**config.mk**
```make
export PLATFORM = sky130hd
export DESIGN_NAME = seq_match_ctrl
export DESIGN_NICKNAME = d
export VERILOG_FILES = /design/src/rtl/seq_match_pkg.sv /design/src/rtl/seq_window_cmp.sv /design/src/rtl/seq_match_ctrl.sv
export SDC_FILE = /design/constraint.sdc
export NUM_CORES = 1
export LEC_CHECK = 0
export ABC_AREA = 1
export CAP_MARGIN = 30
export CORE_MARGIN = 2
export CORE_UTILIZATION = 47
export DETAILED_ROUTE_END_ITERATION = 8
export HOLD_SLACK_MARGIN = 0.08
export PLACE_DENSITY = 0.81
export SKIP_CTS_REPAIR_TIMING = 1
export SLEW_MARGIN = 0
export SYNTH_ARGS = -nofsm -noshare
export SYNTH_HDL_FRONTEND = slang
export SYNTH_SLANG_ARGS = --single-unit
```
**constraint.sdc**
```tcl
create_clock -name clock -period 2.3 [get_ports clock]
set_input_delay 0.46 -clock clock [delete_from_list [all_inputs] [get_ports clock]]
set_output_delay 0.46 -clock clock [all_outputs]
set_load 0.03 [all_outputs]
```
**src/rtl/seq_match_pkg.sv**
```systemverilog
// Shared types and sizing for the serial pattern-match controller.
// Contents:
//   state_t     controller state encoding (IDLE / ARMED / DONE)
//   *_DEF       default pattern / counter widths
//   fill_w()    width of a fill counter that counts 0..pat_w
package seq_match_pkg;

    typedef enum logic [1:0] {
        IDLE  = 2'b00,
        ARMED = 2'b01,
        DONE  = 2'b10
    } state_t;

    localparam int unsigned PAT_W_DEF  = 5;
    localparam int unsigned CNT_W_DEF  = 8;
    localparam int unsigned FILL_W_DEF = $clog2(PAT_W_DEF + 1);

    // Fill counter must hold the value pat_w itself
    function automatic int unsigned fill_w(input int unsigned pat_w);
        return $clog2(pat_w + 1);
    endfunction

endpackage

```
**src/rtl/seq_window_cmp.sv**
```systemverilog
// Serial window: shift register, saturating fill counter and pattern compare.
// Ports:
//   clock, reset   rising-edge clock, async active-low reset
//   shift_en       accept bit_in this cycle
//   clr            empty the window (dominates shift_en)
//   bit_in         serial data bit, shifted into window[0]
//   pattern        target pattern, MSB = oldest bit
//   hit            post-shift window is full and equals pattern (combinational)
//   window         current window contents (registered)
// Build option: SEQ_MATCH_NONOVERLAP_EN makes every hit empty the fill counter.
module seq_window_cmp
    import seq_match_pkg::*;
#(
    parameter int unsigned PAT_W = PAT_W_DEF
) (
    input  logic             clock,
    input  logic             reset,
    input  logic             shift_en,
    input  logic             clr,
    input  logic             bit_in,
    input  logic [PAT_W-1:0] pattern,
    output logic             hit,
    output logic [PAT_W-1:0] window
);

    localparam int unsigned FILL_W = fill_w(PAT_W);

    logic [FILL_W-1:0] fill;
    logic [FILL_W-1:0] fill_nxt;
    logic [PAT_W-1:0]  win_nxt;

    // Post-shift view: the match decision uses the bit arriving this cycle
    always_comb begin
        win_nxt  = {window[PAT_W-2:0], bit_in};
        fill_nxt = (fill == FILL_W'(PAT_W)) ? fill : fill + FILL_W'(1);
    end

    assign hit = shift_en && (fill_nxt == FILL_W'(PAT_W)) && (win_nxt == pattern);

    // Window and fill state
    always_ff @(posedge clock or negedge reset) begin
        if (!reset) begin
            window <= '0;
            fill   <= '0;
        end else if (clr) begin
            window <= '0;
            fill   <= '0;
        end else if (shift_en) begin
            window <= win_nxt;
`ifdef SEQ_MATCH_NONOVERLAP_EN
            // Next match needs PAT_W fresh bits; stale window bits are harmless
            fill   <= hit ? '0 : fill_nxt;
`else
            fill   <= fill_nxt;
`endif
        end
    end

endmodule

```
**src/rtl/seq_match_ctrl.sv**
```systemverilog
// Programmable serial pattern-match controller.
// Ports:
//   clock, reset   rising-edge clock, async active-low reset
//   cfg_we         load cfg_pattern / cfg_limit (ignored while ARMED)
//   cfg_pattern    target pattern, compared MSB-first
//   cfg_limit      matches that end a run; 0 = unlimited
//   start          arm a run (pulse)
//   abort          cancel, return to IDLE (beats start and a same-cycle match)
//   datain         serial data bit
//   din_valid      datain qualifier
//   match          one-cycle pulse per detected match
//   busy           1 while ARMED
//   done           1 while DONE
//   match_count    matches in the current or last run (saturating)
// Build option: SEQ_MATCH_NONOVERLAP_EN selects non-overlapping detection.
module seq_match_ctrl
    import seq_match_pkg::*;
#(
    parameter int unsigned PAT_W = PAT_W_DEF,
    parameter int unsigned CNT_W = CNT_W_DEF
) (
    input  logic             clock,
    input  logic             reset,
    input  logic             cfg_we,
    input  logic [PAT_W-1:0] cfg_pattern,
    input  logic [CNT_W-1:0] cfg_limit,
    input  logic             start,
    input  logic             abort,
    input  logic             datain,
    input  logic             din_valid,
    output logic             match,
    output logic             busy,
    output logic             done,
    output logic [CNT_W-1:0] match_count
);

    state_t           state;
    state_t           state_nxt;
    logic [PAT_W-1:0] pattern_r;
    logic [PAT_W-1:0] pattern_nxt;
    logic [CNT_W-1:0] limit_r;
    logic [CNT_W-1:0] limit_nxt;
    logic [CNT_W-1:0] count_nxt;
    logic [CNT_W-1:0] count_inc;
    logic             match_nxt;
    logic             shift_en;
    logic             clr;
    logic             hit;
    // Window is exposed for observation; the controller only needs hit
    logic [PAT_W-1:0] window_unused;

    // Kept outside the FSM block so hit never feeds back into its own enables
    assign shift_en = (state == ARMED) && din_valid && !abort;
    assign clr      = (state != ARMED) && start && !abort;

    seq_window_cmp #(
        .PAT_W (PAT_W)
    ) u_window (
        .clock    (clock),
        .reset    (reset),
        .shift_en (shift_en),
        .clr      (clr),
        .bit_in   (datain),
        .pattern  (pattern_r),
        .hit      (hit),
        .window   (window_unused)
    );

    // Next-state, counter and config update
    always_comb begin
        state_nxt   = state;
        match_nxt   = 1'b0;
        count_nxt   = match_count;
        pattern_nxt = pattern_r;
        limit_nxt   = limit_r;
        count_inc   = (match_count == '1) ? match_count : match_count + CNT_W'(1);

        if (cfg_we && (state != ARMED)) begin
            pattern_nxt = cfg_pattern;
            limit_nxt   = cfg_limit;
        end

        if (abort) begin
            state_nxt = IDLE;
        end else begin
            case (state)
                IDLE, DONE: begin
                    if (start) begin
                        state_nxt = ARMED;
                        count_nxt = '0;
                    end
                end
                ARMED: begin
                    if (hit) begin
                        match_nxt = 1'b1;
                        count_nxt = count_inc;
                        if ((limit_r != '0) && (count_inc == limit_r)) begin
                            state_nxt = DONE;
                        end
                    end
                end
                default: state_nxt = IDLE;
            endcase
        end
    end

    // State and registered outputs
    always_ff @(posedge clock or negedge reset) begin
        if (!reset) begin
            state       <= IDLE;
            pattern_r   <= '0;
            limit_r     <= '0;
            match       <= 1'b0;
            busy        <= 1'b0;
            done        <= 1'b0;
            match_count <= '0;
        end else begin
            state       <= state_nxt;
            pattern_r   <= pattern_nxt;
            limit_r     <= limit_nxt;
            match       <= match_nxt;
            busy        <= (state_nxt == ARMED);
            done        <= (state_nxt == DONE);
            match_count <= count_nxt;
        end
    end

endmodule

```
==> run metrics, run 1 <==
status complete, no violations; Area after DPL 2327 sq um; YS warnings 0; PD cells 691.2 nW/um^2; CTS Buf Count 5; largest net degree at the start of global routing 34; DR pass1 iterations 4; Die Ht 68.80 um; vias 1,724; RSZ-0062 raised after global routing no; cells on worst reg2reg path 12; GPL Wtd Cong 0.8810; Final nets 306; Ant. Diodes 0; Worst-path clk slew 70 ps; Final Max Slew Viols 0; min cycle time layout 2034 ps; worst setup path class reg -> reg; routed vias/inst 5.162; Critical Path Sink Type flip-flop; Worst Setup SP u_window.fill[1]; clock root buffer clkbuf_8; num ports 31; Cell Rows 23; All-Layer GR Usage 0.2019; average size of a mapped cell 7.988 sq um; Routed Antenna Nets 0; Lkg Pwr 1.155 nW; final setup TNS 0 ps; startpoint types flip-flop; DP Wirelength 3.009 mm; final setup fails 0; most frequent cells in the layout nand2_1, nand3_1, dfrtp_1, inv_1, clkdlybuf4s50_1; DIE AREA 4733 sq um; DR iter-0 viols 184; share of layout cells above drive strength 1 0.1444; Routed WL 4.081 mm; Synth-to-Final Area Change 23.84%; worst reg-to-reg setup slack 270 ps; Tightest Hold Check Type reg -> reg; post-synth cell types 30; worst path arrival time 2250 ps; CTS tree done; Post-Syn Area 1973 sq um; commonest non-fill, non-tap cell in the layout nand2_1; DR WL/cell 12.22 um; register area share after synthesis 0.4185; Clock Tree Buf Depth 2; Core ar. 4029 sq um; vias in the first global route 1,501; H-tree depth 2; setup ws final 265.5 ps; WP data required 2510 ps; first-pass GRT wire length 6.900 mm; I/O Buffers 30; final instance area 2444 sq um; Synth Instances 247; max-cap viol count 0; Critical Path End match_count[5]; post-synthesis register bit count 33; top post-synthesis cells by area dfrtp_1, nand2_1, nand3_1; die width 68.80 um; top cell type by total area after synthesis dfrtp_1; Clk Latency, worst-skew pair 290 ps; critical path fanouts, max 16; slew at the pin closest to its max-slew limit 418.2 ps; Rel. slew slack 0.7212; Place WS 78.13 ps; Final Util 0.6065; # clock sinks 33; final period utilization 0.8845; Max IR drop VDD 512.3 uV; initial antenna violation count 0; Synth Net Count 270; DRC Markers 0; reg2reg start u_window.fill[1]; RR Endpoint match_count[5]; area share of the largest cell type after synthesis 0.4185; Fin. Hold Viols 0; fmax 491.5 MHz; Clock Skew 4.752 ps; Initial Util 0.4898; grt ovf 0
## where the power goes
part | internal (mW) | leakage [nW] | switching (mW) | total, mW
logic | 0.172 | 0.681 | 0.241 | 0.414
registers | 0.649 | 0.416 | 0.0583 | 0.707
clock network | 0.353 | 0.0585 | 0.215 | 0.568
## worst min-delay path by stage
stage | end | depth (start not counted) | start
2_1_floorplan | busy | 0 | reset
3_3_place_gp | pattern_r[0] | 1 | pattern_r[0]
3_5_place_dp | pattern_r[0] | 1 | pattern_r[0]
4_1_cts | pattern_r[0] | 1 | pattern_r[0]
5_1_grt | pattern_r[1] | 2 | pattern_r[1]
6_report | pattern_r[0] | 1 | pattern_r[0]
## through the flow
step,instances,hold slack (ps),power (mW)
3_5_place_dp,326,520.1,1.127
3_3_place_gp,326,512.7,1.113
2_1_floorplan,247,164.4,0.9889
6_report,334,529.6,1.689
4_1_cts,334,535.3,1.691
5_1_grt,334,559.6,1.784
## state kept, by name, summed over array words and instances (netlist names)
register         cells
state                2
done                 1
limit_r              8
u_window.window      4
match                1
match_count          8
u_window.fill        3
busy                 1
pattern_r            5
## metal layers
layer  routed length [um]  track usage  vias to the layer above  share of wire
met5                    0            0                        -              0
met4                   73      0.09069                        0          0.018
met3                  268      0.04870                        6          0.066
met2                 1798       0.2885                       54           0.44
met1                 1941       0.2890                      781           0.48
li1                     -            -                      883              -
## cell usage after synthesis (all sizes together)
| cell type | n |
|---|---|
| xor2 | 4 |
| nor3 | 1 |
| o22ai | 2 |
| a21oi | 15 |
| nand2 | 57 |
| nor2 | 24 |
| mux2 | 4 |
| nand3b | 2 |
| o21ai | 14 |
| xnor2 | 4 |
| ha | 3 |
| buf | 5 |
| nand3 | 37 |
| o21bai | 1 |
| nor4 | 4 |
| inv | 33 |
| dfrtp | 33 |
| nand4 | 4 |
## cell type report
| cell class | count | area, sq um |
|---|---|---|
| Clock buffer | 7 | 86.33 |
| Fill cell | 366 | 1585 |
| Sequential cell | 33 | 825.8 |
| Tap cell | 50 | 62.56 |
| Timing Repair Buffer | 34 | 330.3 |
| Clock inverter | 1 | 30.03 |
| Multi-Input combinational cell | 176 | 984.7 |
| Inverter | 33 | 123.9 |
## kinds of logic (layout without fill, tap and decap cells)
group           Yosys count  count (layout)  synth area share
xor+xnor                  8               8           0.03551
simple gates            129             129            0.3228
fa+ha+maj                 3               3           0.01903
flops                    33              33            0.4185
compound gates           32              32           0.09892
buf+inv                  38              75           0.08243
mux                       4               4           0.02283
## worst max-delay path, cell delays in order (launching register included)
cell and delay [ps]:
dfrtp_1 370, inv_1 60, ha_1 180, nand2_2 110, xor2_1 280, inv_1 100, nand4_1 80, nor2_1 50
nor2_1 140, nor2_2 60, nand2_2 280, nand2_1 140, o21ai_2 90
Note: power is estimated with default switching activity, not from simulation.
==> inputs of run 2 (changes only) <==
CTS_BUF_LIST = sky130_fd_sc_hd__clkbuf_4 sky130_fd_sc_hd__clkbuf_8 sky130_fd_sc_hd__clkbuf_16   (was unset)
==> run 2 against run 1 <==
- sequential share of layout area shrank 0.052 points
- critical path type unchanged
- non-clock buffer count unchanged
- total power rose by 0.89%
- sequential power about the same
- flip-flop and latch count stayed put
- wire length up 0.86%
- global-route usage did not move
- first-iteration DRC count decreased by 0.54%
- clock power grew 3%
- count of clock-buffer cells in the layout is the same
- design area up 0.15%
- worst hold slack about the same
==> run metrics, run 2 (synthesis results as in run 1) <==
largest net degree at the start of global routing 34; worst path arrival time 2250 ps; HP Start pattern_r[0]; final setup fails 0; register area 825.8 sq um; final period utilization 0.8840; worst reg-to-reg setup slack 270 ps; initial antenna violation count 0; Core ar. 4029 sq um; Rel. slew slack 0.7185; cells on worst reg2reg path 12; commonest non-fill, non-tap cell in the layout nand2_1; status complete, no violations; first-pass GRT wire length 6.900 mm; vias in the first global route 1,503; CTS tree done; Clock Tree Buf Depth 2; slew at the pin closest to its max-slew limit 422.2 ps; vias 1,725; Final Hold Slack 529.6 ps; Critical Path End match_count[5]; Tightest Hold Check Type reg -> reg; RR Endpoint match_count[5]; Routed Antenna Nets 0; slowest CP cell dfrtp_1; GPL Wtd Cong 0.8810; setup ws final 266.9 ps; Crit path largest cell delay 370 ps; critical path depth 12; WP data required 2520 ps; routed vias/inst 5.165; Critical Path Sink Type flip-flop; Worst Setup SP u_window.fill[1]; critical path fanouts, max 16; Buffers & Inverters on Critical Path 2; DRC Markers 0; H-tree depth 2; die width 68.80 um; Worst-path clk slew 70 ps; Final Max Slew Viols 0; max-cap viol count 0; Clk Latency, worst-skew pair 300 ps; # fillers 366; fmax 491.9 MHz; Die Ht 68.80 um; final setup TNS 0 ps; grt ovf 0; num ports 31; Routed WL 4.116 mm; I/O Buffers 30; RSZ-0062 raised after global routing no; Max IR drop VDD 512.2 uV; Critical Path, Cell by Cell inv_1 -> ha_1 -> nand2_2 -> xor2_1 -> inv_1 -> nand4_1 -> nor2_1 -> nor2_1 -> nor2_2 -> nand2_2 -> nand2_1 -> o21ai_2; Clock Skew 5.474 ps; Initial Util 0.4898; Synth-to-Final Area Change 24.03%; CP top delay family simple AND/OR/NAND/NOR gates; PD cells 696.3 nW/um^2; CTS Buf Count 5; All-Layer GR Usage 0.2019; clock root buffer clkbuf_8; Ant. Diodes 0; Place WS 78.13 ps; share of layout cells above drive strength 1 0.1479; multi-input logic area 984.7 sq um; Cell Rows 23; min cycle time layout 2033 ps; worst setup path class reg -> reg; most frequent cells in the layout nand2_1, nand3_1, dfrtp_1, inv_1, clkdlybuf4s50_1; # clock sinks 33; startpoint types flip-flop; Fin. Hold Viols 0; DP Wirelength 3.009 mm; DR pass1 iterations 4; Lkg Pwr 1.159 nW; DR WL/cell 12.32 um; DIE AREA 4733 sq um; biggest registers after layout limit_r x8, match_count x8, pattern_r x5; Final nets 306; reg2reg start u_window.fill[1]; DR iter-0 viols 183
-- run 2: how the worst min path moves through the flow --
| stage | endpoint | cells past startpoint |
|---|---|---|
| floorplan | busy | 0 |
| global placement | pattern_r[0] | 1 |
| detailed placement | pattern_r[0] | 1 |
| CTS | pattern_r[0] | 1 |
| global route | pattern_r[1] | 2 |
| finish | pattern_r[0] | 1 |
-- run 2: power by group --
group	total, mW	switching (mW)	leakage, nW	internal [mW]
Combinational	0.414	0.242	0.681	0.172
Sequential	0.707	0.0582	0.416	0.649
Clock	0.583	0.219	0.0619	0.365
-- run 2: stage by stage --
step           utilization  power [mW]  std cells  area, sq um
2_1_floorplan            -      0.9889        247         1973
3_3_place_gp        0.5776       1.113        326         2327
3_5_place_dp        0.5776       1.127        326         2327
4_1_cts             0.6075       1.703        334         2447
5_1_grt             0.6075       1.796        334         2447
6_report            0.6075       1.704        334         2447
-- run 2: cell type report --
class,instances,share of cell area
Clock inverter,1,0.01227
Tap cell,50,0.02556
Timing Repair Buffer,34,0.1350
Inverter,33,0.05061
Multi-Input combinational cell,176,0.4024
Clock buffer,7,0.03681
Sequential cell,33,0.3374
-- run 2: metal layers --
metal / GRT usage / part of all wire
met5: 0 / 0
met4: 0.09069 / 0.019
met3: 0.04870 / 0.062
met2: 0.2885 / 0.44
met1: 0.2890 / 0.48
==> inputs of run 3 (changes only) <==
ABC_AREA = unset   (was 1)
CTS_CLUSTER_SIZE = 28   (was unset)
PLACE_DENSITY = 0.82   (was 0.81)
==> run 3 against run 2 <==
- highest routed layer unchanged
- non-clock buffer count increased by 8
- count of clock-buffer cells in the layout shrank 2
- synthesized cell count is 27% lower
- cell count decreased by 19%
- flip-flop and latch count stayed put
- sequential power shrank 4.1%
- die area is 2.6% lower
==> run metrics, run 3 <==
FFs w/ async S/R, synth 1.000; H-tree depth 2; Final Max Slew Viols 0; CP top delay family compound AO/OA/AOI/OAI gates; GPL Wtd Cong 0.9346; Routed Antenna Nets 0; Core ar. 3971 sq um; grt ovf 0; Critical Path Sink Type flip-flop; DR WL/cell 14.85 um; Final nets 245; die width 67.89 um; Lkg Pwr 1.009 nW; average size of a mapped cell 10.60 sq um; worst setup path class in -> reg; top cell type by total area after synthesis dfrtp_1; commonest non-fill, non-tap cell in the layout dfrtp_1; Post-Layout Cell Count 271; register area share after synthesis 0.4305; Post-synth EDFFs 0; worst path arrival time 2300 ps; Clock Tree Buf Depth 2; Ant. Diodes 0; Cell Rows 23; top cells by count, synth dfrtp_1, mux2_2, a21oi_1; critical path fanouts, max 4; share of layout cells above drive strength 1 0.2081; initial antenna violation count 0; All-Layer GR Usage 0.2048; DIE AREA 4608 sq um; CTS Buf Count 5; Max IR drop VDD 421.7 uV; # clock sinks 33; worst hold path stage count 1; routed vias/inst 5.760; Synth Net Count 204; slowest CP cell clkdlybuf4s50_1; WP data required 2480 ps; startpoint types input port; DRC Markers 0; I/O Buffers 30; final setup fails 0; first-pass GRT wire length 6.748 mm; Buffers & Inverters on Critical Path 1; cells on worst reg2reg path 7; YS warnings 0; Rel. slew slack 0.6513; CTS tree done; fmax 471.3 MHz; DR iter-0 viols 124; status complete, no violations; most frequent cells in the layout dfrtp_1, clkdlybuf4s50_1, mux2_2, a21oi_1; Final Util 0.6046; Critical Path, Cell by Cell clkdlybuf4s50_1 -> and4bb_1 -> o2111a_1 -> nand3_2 -> a2111oi_2 -> nand4_2 -> a221oi_1; PD cells 557.5 nW/um^2; DP Wirelength 3.028 mm; clock root buffer clkbuf_8; Clk Latency, worst-skew pair 290 ps; Synth-to-Final Area Change 25.18%; DR pass1 iterations 4; vias 1,561; # fillers 342; Fin. Hold Viols 0; Crit path largest cell delay 490 ps; area share of the largest cell type after synthesis 0.4305; count leader, synth dfrtp_1; Clock Skew 8.883 ps; Tightest Hold Check Type reg -> reg; Die Ht 67.89 um; RSZ-0062 raised after global routing no; Post-Place Cells 265; min cycle time layout 2122 ps; top post-synthesis cells by area dfrtp_1, mux2_2, a21oi_1; vias in the first global route 1,427; Initial Util 0.4830; max-cap viol count 0; Primary FF master, synth dfrtp_1; num ports 31; Synth Instances 181; post-synthesis register bit count 33; Routed WL 4.024 mm; Post-Syn Area 1918 sq um; post-synth cell types 56; Worst-path clk slew 70 ps; biggest registers after layout limit_r x8, match_count x8, pattern_r x5; slew at the pin closest to its max-slew limit 521.7 ps; largest net degree at the start of global routing 34; final period utilization 0.9226; critical path depth 7
==> run 3: cell count changes in the layout (fill, tap and decap cells not counted), sizes merged, moves of 4 or more <==
cell / delta
inv: -28
buf: +8
nor2: -19
nand3: -30
nand2: -45
mux2: +11
nor2b: +4
o21ai: -4
==> run 3: per-layer routing <==
layer	GRT usage	vias up	part of all wire
met4	0.08250	0	0.018
met5	0	-	0
met1	0.2747	751	0.44
li1	-	754	-
met2	0.3162	48	0.47
met3	0.05428	8	0.066
==> run 3: logic make-up (layout without fill, tap and decap cells) <==
group | after synthesis | after routing | share of synthesized area
DFF | 33 | 33 | 0.4305
muxes | 16 | 16 | 0.09328
and+or+nand+nor | 52 | 52 | 0.1624
buffers and inverters | 13 | 53 | 0.03718
xor gates and xnor gates | 14 | 14 | 0.06393
adders and majority gates | 3 | 3 | 0.01957
AOI/OAI and AO/OA | 50 | 50 | 0.1931
==> run 3: layout make-up <==
cell class	instances	area [sq um]	share of cell area
Multi-Input combinational cell	135	1030	0.4289
Sequential cell	33	825.8	0.3439
Timing Repair Buffer	42	390.4	0.1626
Clock buffer	5	68.82	0.02866
Tap cell	50	62.56	0.02606
Inverter	5	18.77	0.007817
Clock inverter	1	5.005	0.002084
==> run 3: power breakdown <==
group | switching [mW] | leakage (nW) | total, mW | internal [mW]
sequential | 0.0487 | 0.427 | 0.678 | 0.630
clock | 0.206 | 0.0399 | 0.405 | 0.199
combinational | 0.116 | 0.542 | 0.256 | 0.139
total | 0.371 | 1.01 | 1.34 | 0.967
==> run 3: metrics by stage <==
stage / setup TNS [ps] / power (mW) / setup WS, ps / hold slack (ps) / cell area [sq um]
floorplan: 0 / 0.8411 / 15.80 / 164.4 / 1918
global placement: -5.944 / 0.9314 / -5.027 / 512.0 / 2318
detailed placement: -377.1 / 0.9409 / -126.5 / 511.9 / 2318
CTS: 0 / 1.348 / 153.4 / 525.7 / 2392
global route: 0 / 1.416 / 18.79 / 542.3 / 2401
finish: 0 / 1.339 / 178.0 / 524.2 / 2401
==> run 3: final timing paths <==
check,startpoint,end,slack [ps]
max in group asynchronous,reset,limit_r[1],1440
max,din_valid,state[1],180
min in group asynchronous,reset,match_count[3],570
max reg2reg,match_count[1],state[1],200
min reg2reg,u_window.window[3],u_window.window[3],520
min,u_window.window[3],u_window.window[3],520
